==> config.mk <==
export PLATFORM = sky130hd
export DESIGN_NAME = address_counter
export DESIGN_NICKNAME = d
export VERILOG_FILES = /design/src/rtl/address_counter.sv
export SDC_FILE = /design/constraint.sdc
export NUM_CORES = 1
export LEC_CHECK = 0
export CORE_MARGIN = 2
export CORE_UTILIZATION = 41
export DETAILED_ROUTE_END_ITERATION = 16
export GPL_TIMING_DRIVEN = 0
export PLACE_DENSITY_LB_ADDON = 0.08
export SLEW_MARGIN = 40
export SYNTH_ARGS = -nofsm -noshare
export SYNTH_HDL_FRONTEND = slang
export SYNTH_SLANG_ARGS = --single-unit
==> constraint.sdc <==
create_clock -name clk -period 1.7 [get_ports clk]
set_input_delay 0.255 -clock clk [delete_from_list [all_inputs] [get_ports clk]]
set_output_delay 0.255 -clock clk [all_outputs]
set_load 0.01 [all_outputs]
==> src/rtl/address_counter.sv <==
// address_counter: free-running BRAM address generator for triggered capture.
// A COUNT_WIDTH-bit word counter sweeps the buffer on every enabled cycle.
// A rising edge on trig arms one capture. Writes start at the next wrap and
// last for exactly one full sweep, so the buffer always fills from word 0.
module address_counter #(
  parameter int COUNT_WIDTH = 13
) (
  input  logic        clk,
  input  logic        rst,
  input  logic        clken,
  input  logic        trig,
  output logic [31:0] address,
  output logic [3:0]  wen
);

  localparam logic [COUNT_WIDTH-1:0] MAX = {COUNT_WIDTH{1'b1}};

  logic [COUNT_WIDTH-1:0] count;
  logic                   wen_reg;
  logic                   armed;
  logic                   trig_d;
  logic                   rise;
  logic                   sweep_start;

  // trig is sampled every cycle, independent of clken, so short pulses
  // during a stall are not lost.
  assign rise        = trig & ~trig_d;
  assign sweep_start = clken & (count == MAX);

  // trig_d resets high so a trig held through reset is not seen as an edge.
  always_ff @(posedge clk) begin
    if (rst) trig_d <= 1'b1;
    else     trig_d <= trig;
  end

  // Word counter: advances on enabled cycles, wraps naturally at MAX.
  always_ff @(posedge clk) begin
    if (rst)        count <= '0;
    else if (clken) count <= count + 1'b1;
  end

  // Arm/sweep control: at a wrap the pending arm (or a same-cycle edge) is
  // turned into a full sweep; otherwise wen_reg drops, ending any sweep.
  // An edge at the wrap cycle is absorbed rather than queued.
  always_ff @(posedge clk) begin
    if (rst) begin
      wen_reg <= 1'b0;
      armed   <= 1'b0;
    end else if (sweep_start) begin
      wen_reg <= armed | rise;
      armed   <= 1'b0;
    end else if (rise) begin
      armed   <= 1'b1;
    end
  end

  // Byte address of the current word; stalled cycles never write.
  assign address = {{(32-COUNT_WIDTH){1'b0}}, count} << 2;
  assign wen     = {4{wen_reg & clken}};

endmodule

======== Word level (Yosys, flattened, before mapping) ========
Index checks and enable logic that the tools add are counted.
Widths: inputs -> output; s select.
cells by class
  bitwise gates (word level) .............. 5
  add/sub/neg operators ................... 1
  reduce and logical (&&, ||, !) cells .... 1
  equal/unequal tests ..................... 1
operator list
  operator               count
  $add 13x1->13 const B  1
  $eq 13x13->1 const B   1
  $and 1x1->1            3
  $reduce_or 2->1        1
  $not 1->1              1
  $or 1x1->1             1
storage, ports and cells
  logic and storage cells ................. 12
  output and inout port bits .............. 36
  input bits .............................. 4
  bits in registers ....................... 16

======== Logic depth before layout (Yosys ltp) ========
  depth after elaboration ................. 3
  mapped depth ............................ 4
  mapped depth without buffers ............ 4

======== Worst setup path before layout ========
No wires, ideal clock.
  path kind ............................... register to register
  from .................................... register count[0]
  to ...................................... register count[12]
  stages on the path, launching flop included .. 5
  arrival ................................. 1.439 ns
  buffers on the path ..................... 0
  setup time .............................. 0.123 ns
  path slack .............................. 0.137 ns
  period minus slack after synthesis ...... 1.563 ns
  data required time ...................... 1.577 ns
  cells stage by stage .................... dfxtp_1 > ha_1 > nand4_2 > nor4_2 > mux2_1
on the way
  cells in the longest elaborated chain, start to end .. 1
RTL lines
  item                      line  RTL
  start: declaration        18    logic [COUNT_WIDTH-1:0] count;
  start signal: assignment  39    else if (clken) count <= count + 1'b1;
  $add 13x1->13             39
Every way passes these cells.
A chain may end at the register's enable or synchronous reset.

======== Worst setup path in the final report ========
  from .................................... register count[2]
  to ...................................... output port address[4]
RTL lines
  item              line  RTL
  end: declaration  12    output logic [31:0] address,
No word-level cell between the ends.

==> impl_results.md <==
- Post-synth EDFFs: 0
- Die ar.: 2620 µm²
- Final Wtd Congestion: 0.738
- Max FO, Critical Path: 4
- Top post-synthesis cells by count: 22 x buf_4, 16 x dfxtp_1, 12 x nor2_1
- Reg area: 322 µm²
- Hold Vio Cnt, Final: 0
- PD cells: 572 nW/µm²
- WP buf/inv: 1
- Status: complete, no violations
- Sw frac: 23.3%
- Max Cap Violations: 0
- Fill count: 206
- Number of antenna diodes: 0
- Root Buffer: clkbuf_4
- Slack of the worst reg-to-reg path: 80 ps
- Vias: 742
- Worst Path Arrival: 1370 ps
- CP Cell Sequence: clkdlybuf4s50_1
- CP max-delay cell: clkdlybuf4s50_1
- Tmin final: 1630 ps
- Max VDD drop: 0.542 mV
- Drt via density: 4.31
- # rows: 17
- Hold Slack: 448 ps
- Clk network pwr share: 33.4%
- Pre-antenna DRT Iters: 4
- Seq cells post-synth: 16
- Sink Count: 16
- Die Y: 51.2 µm
- Number of max-slew violations in the final report: 0
- Layout Skew: 5.04 ps
- Total congestion overflow: 0
- Warnings, synthesis: 0
- Post-synthesis cell area: 912 µm²
- CTS tree: built
- Core Footprint: 2150 µm²
- FFs w/ async S/R, synth: 0%
- Count of hold-fix buffers inserted at cts: 0
- Avg Cell Area, Syn: 9.03 µm²
- Top FF cell, synth: dfxtp_1
- CP peak stage delay: 600 ps
- GRT Overall Usage: 12.7%
- Top reg by flops: count
- Post-route worst setup slack: 72.7 ps
- RSZ-0062 raised after global routing: false
- Max FFs per register: 13
- DIE WIDTH: 51.2 µm
- Cells after synthesis: 101
- Final setup fails: 0
- Hold WC Path Type: input port to flip-flop
- Drt initial violations: 2
- Largest net degree at the start of global routing: 11
- Crit share post-route: 95.7%
- Reg clk slew, reported paths: 90 ps
- Vias in the first global route: 623
- Remaining antenna violation count: 0
- Fraction of layout cells with a size suffix above 1: 27.1%
- Cell taking the most area after synthesis: dfxtp_1
- Multi-input logic area: 485 µm²
- Drt total wl: 1570 µm
- Seq/Total Area, Yosys: 35.1%
- Sequential power share: 52.6%
- Initial antenna violation count: 0
- Pre-CTS setup slack: -327 ps
- Global-route wire length before repair: 2500 µm
- CP delay by family, top: buffers and inverters
- Layout area overhead: 42.7%
- Startpoint Class: flip-flop
- Final Core Density: 60.6%
- Port bufs: 20
- H-tree levels: 1
- I/O pin count: 40
- Clock latency on the worst-skew pair: 280 ps
- Top cell type's share of synthesized area: 35.1%
- Comb power frac: 14.0%
- Worst path required time: 1440 ps
- Initial Utilization: 42.5%
- Leakage: 0.634 nW
- WL/cell: 9.12 µm
- Net Switching: 173 µW
- Library cells used by synthesis: 29
- CP endpoint kind: output pin
- Final HPWL DP: 1180 µm
- # DRC: 0
- Top-count cell post-synth: buf_4
- TritonCTS Buffers: 3
- Nets: 150
- Max Fclk: 615 MHz
- Power Internal: 570 µW
- Main area contributors after synthesis: dfxtp_1 35%, buf_4 18%, nor2_1 4.9%
- Clock buffer depth: 2
- CP Class: flip-flop to output pin
## kinds of logic (layout without fill, tap and decap cells)
group	count (synthesis)	after routing	synth area share, %
buffers and inverters	29	54	22.6
xor gates and xnor gates	4	4	3.84
muxes	6	6	7.13
DFF	16	16	35.1
other	1	19	0.411
and+or+nand+nor	35	35	23.7
AOI/OAI and AO/OA	9	9	5.76
adders and majority gates	1	1	1.37
## what timing repair did
action	in CTS	in global routing
setup endpoints to repair	5	7
pin swaps	0	1
resized for setup	4	7
buffers inserted	0	1
## final timing paths
path / cells after the start / startpoint / endpoint
setup / recovery: 1 / count[2]$_SDFFE_PP0P_ / address[4]
hold / removal: 3 / clken / count[0]$_SDFFE_PP0P_
setup reg to reg: 4 / count[1]$_SDFFE_PP0P_ / count[12]$_SDFFE_PP0P_
hold reg to reg: 2 / wen_reg$_SDFFE_PP0P_ / wen_reg$_SDFFE_PP0P_
## power by group through the flow
stage	registers (mW)	logic (mW)	clock network, mW
floorplan	0.401	0.0758	0
global placement	0.399	0.102	0
detailed placement	0.400	0.103	0
CTS	0.391	0.103	0.258
global route	0.393	0.115	0.279
finish	0.392	0.104	0.248
## stage by stage
stage / total power, mW / TNS (ps) / area [µm²] / std cells
floorplan: 0.477 / 0 / 980 / 119
global placement: 0.501 / -2770 / 1210 / 167
detailed placement: 0.503 / -2770 / 1210 / 167
CTS: 0.752 / 0 / 1260 / 171
global route: 0.787 / 0 / 1300 / 172
finish: 0.744 / 0 / 1300 / 172
## worst min-delay path: stages
cell and delay (ps):
clkdlybuf4s15_2 290, xnor2_1 90, nor2_1 70
## cell type report
class | instances | area share, %
clock buffer | 4 | 2.79
buffer | 24 | 14.4
timing repair buffer | 21 | 16.6
multi-input combinational | 74 | 37.3
sequential | 16 | 24.7
tap | 28 | 2.69
inverter | 5 | 1.44
## cells in the final DEF, fill, tap and decap left out, types with 2 or more instances in the layout
master,instances
nor2_1,12
inv_1,5
xnor2_1,3
or3_1,2
o21ai_0,2
clkbuf_4,3
buf_6,2
dlymetal6s2s_1,3
clkdlybuf4s50_1,16
o31ai_1,2
buf_4,23
conb_1,19
nand3_1,2
nand4_4,2
or4_1,2
a21oi_1,4
nor4_1,2
nor2b_1,3
nor4_4,2
mux2_1,3
mux2i_1,2
dfxtp_1,15
nand2_1,3
## metal layers
metal  share of wire, %  wire length (µm)  GRT usage (%)  vias up
li1                   -                 -              -      383
met1                 44               692           15.7      329
met2                 47               733           20.8       25
met3                6.9               109           1.75        5
met4                2.2                34           8.11        0
met5                  0                 0              0        -
(Power assumes the default switching activity.)
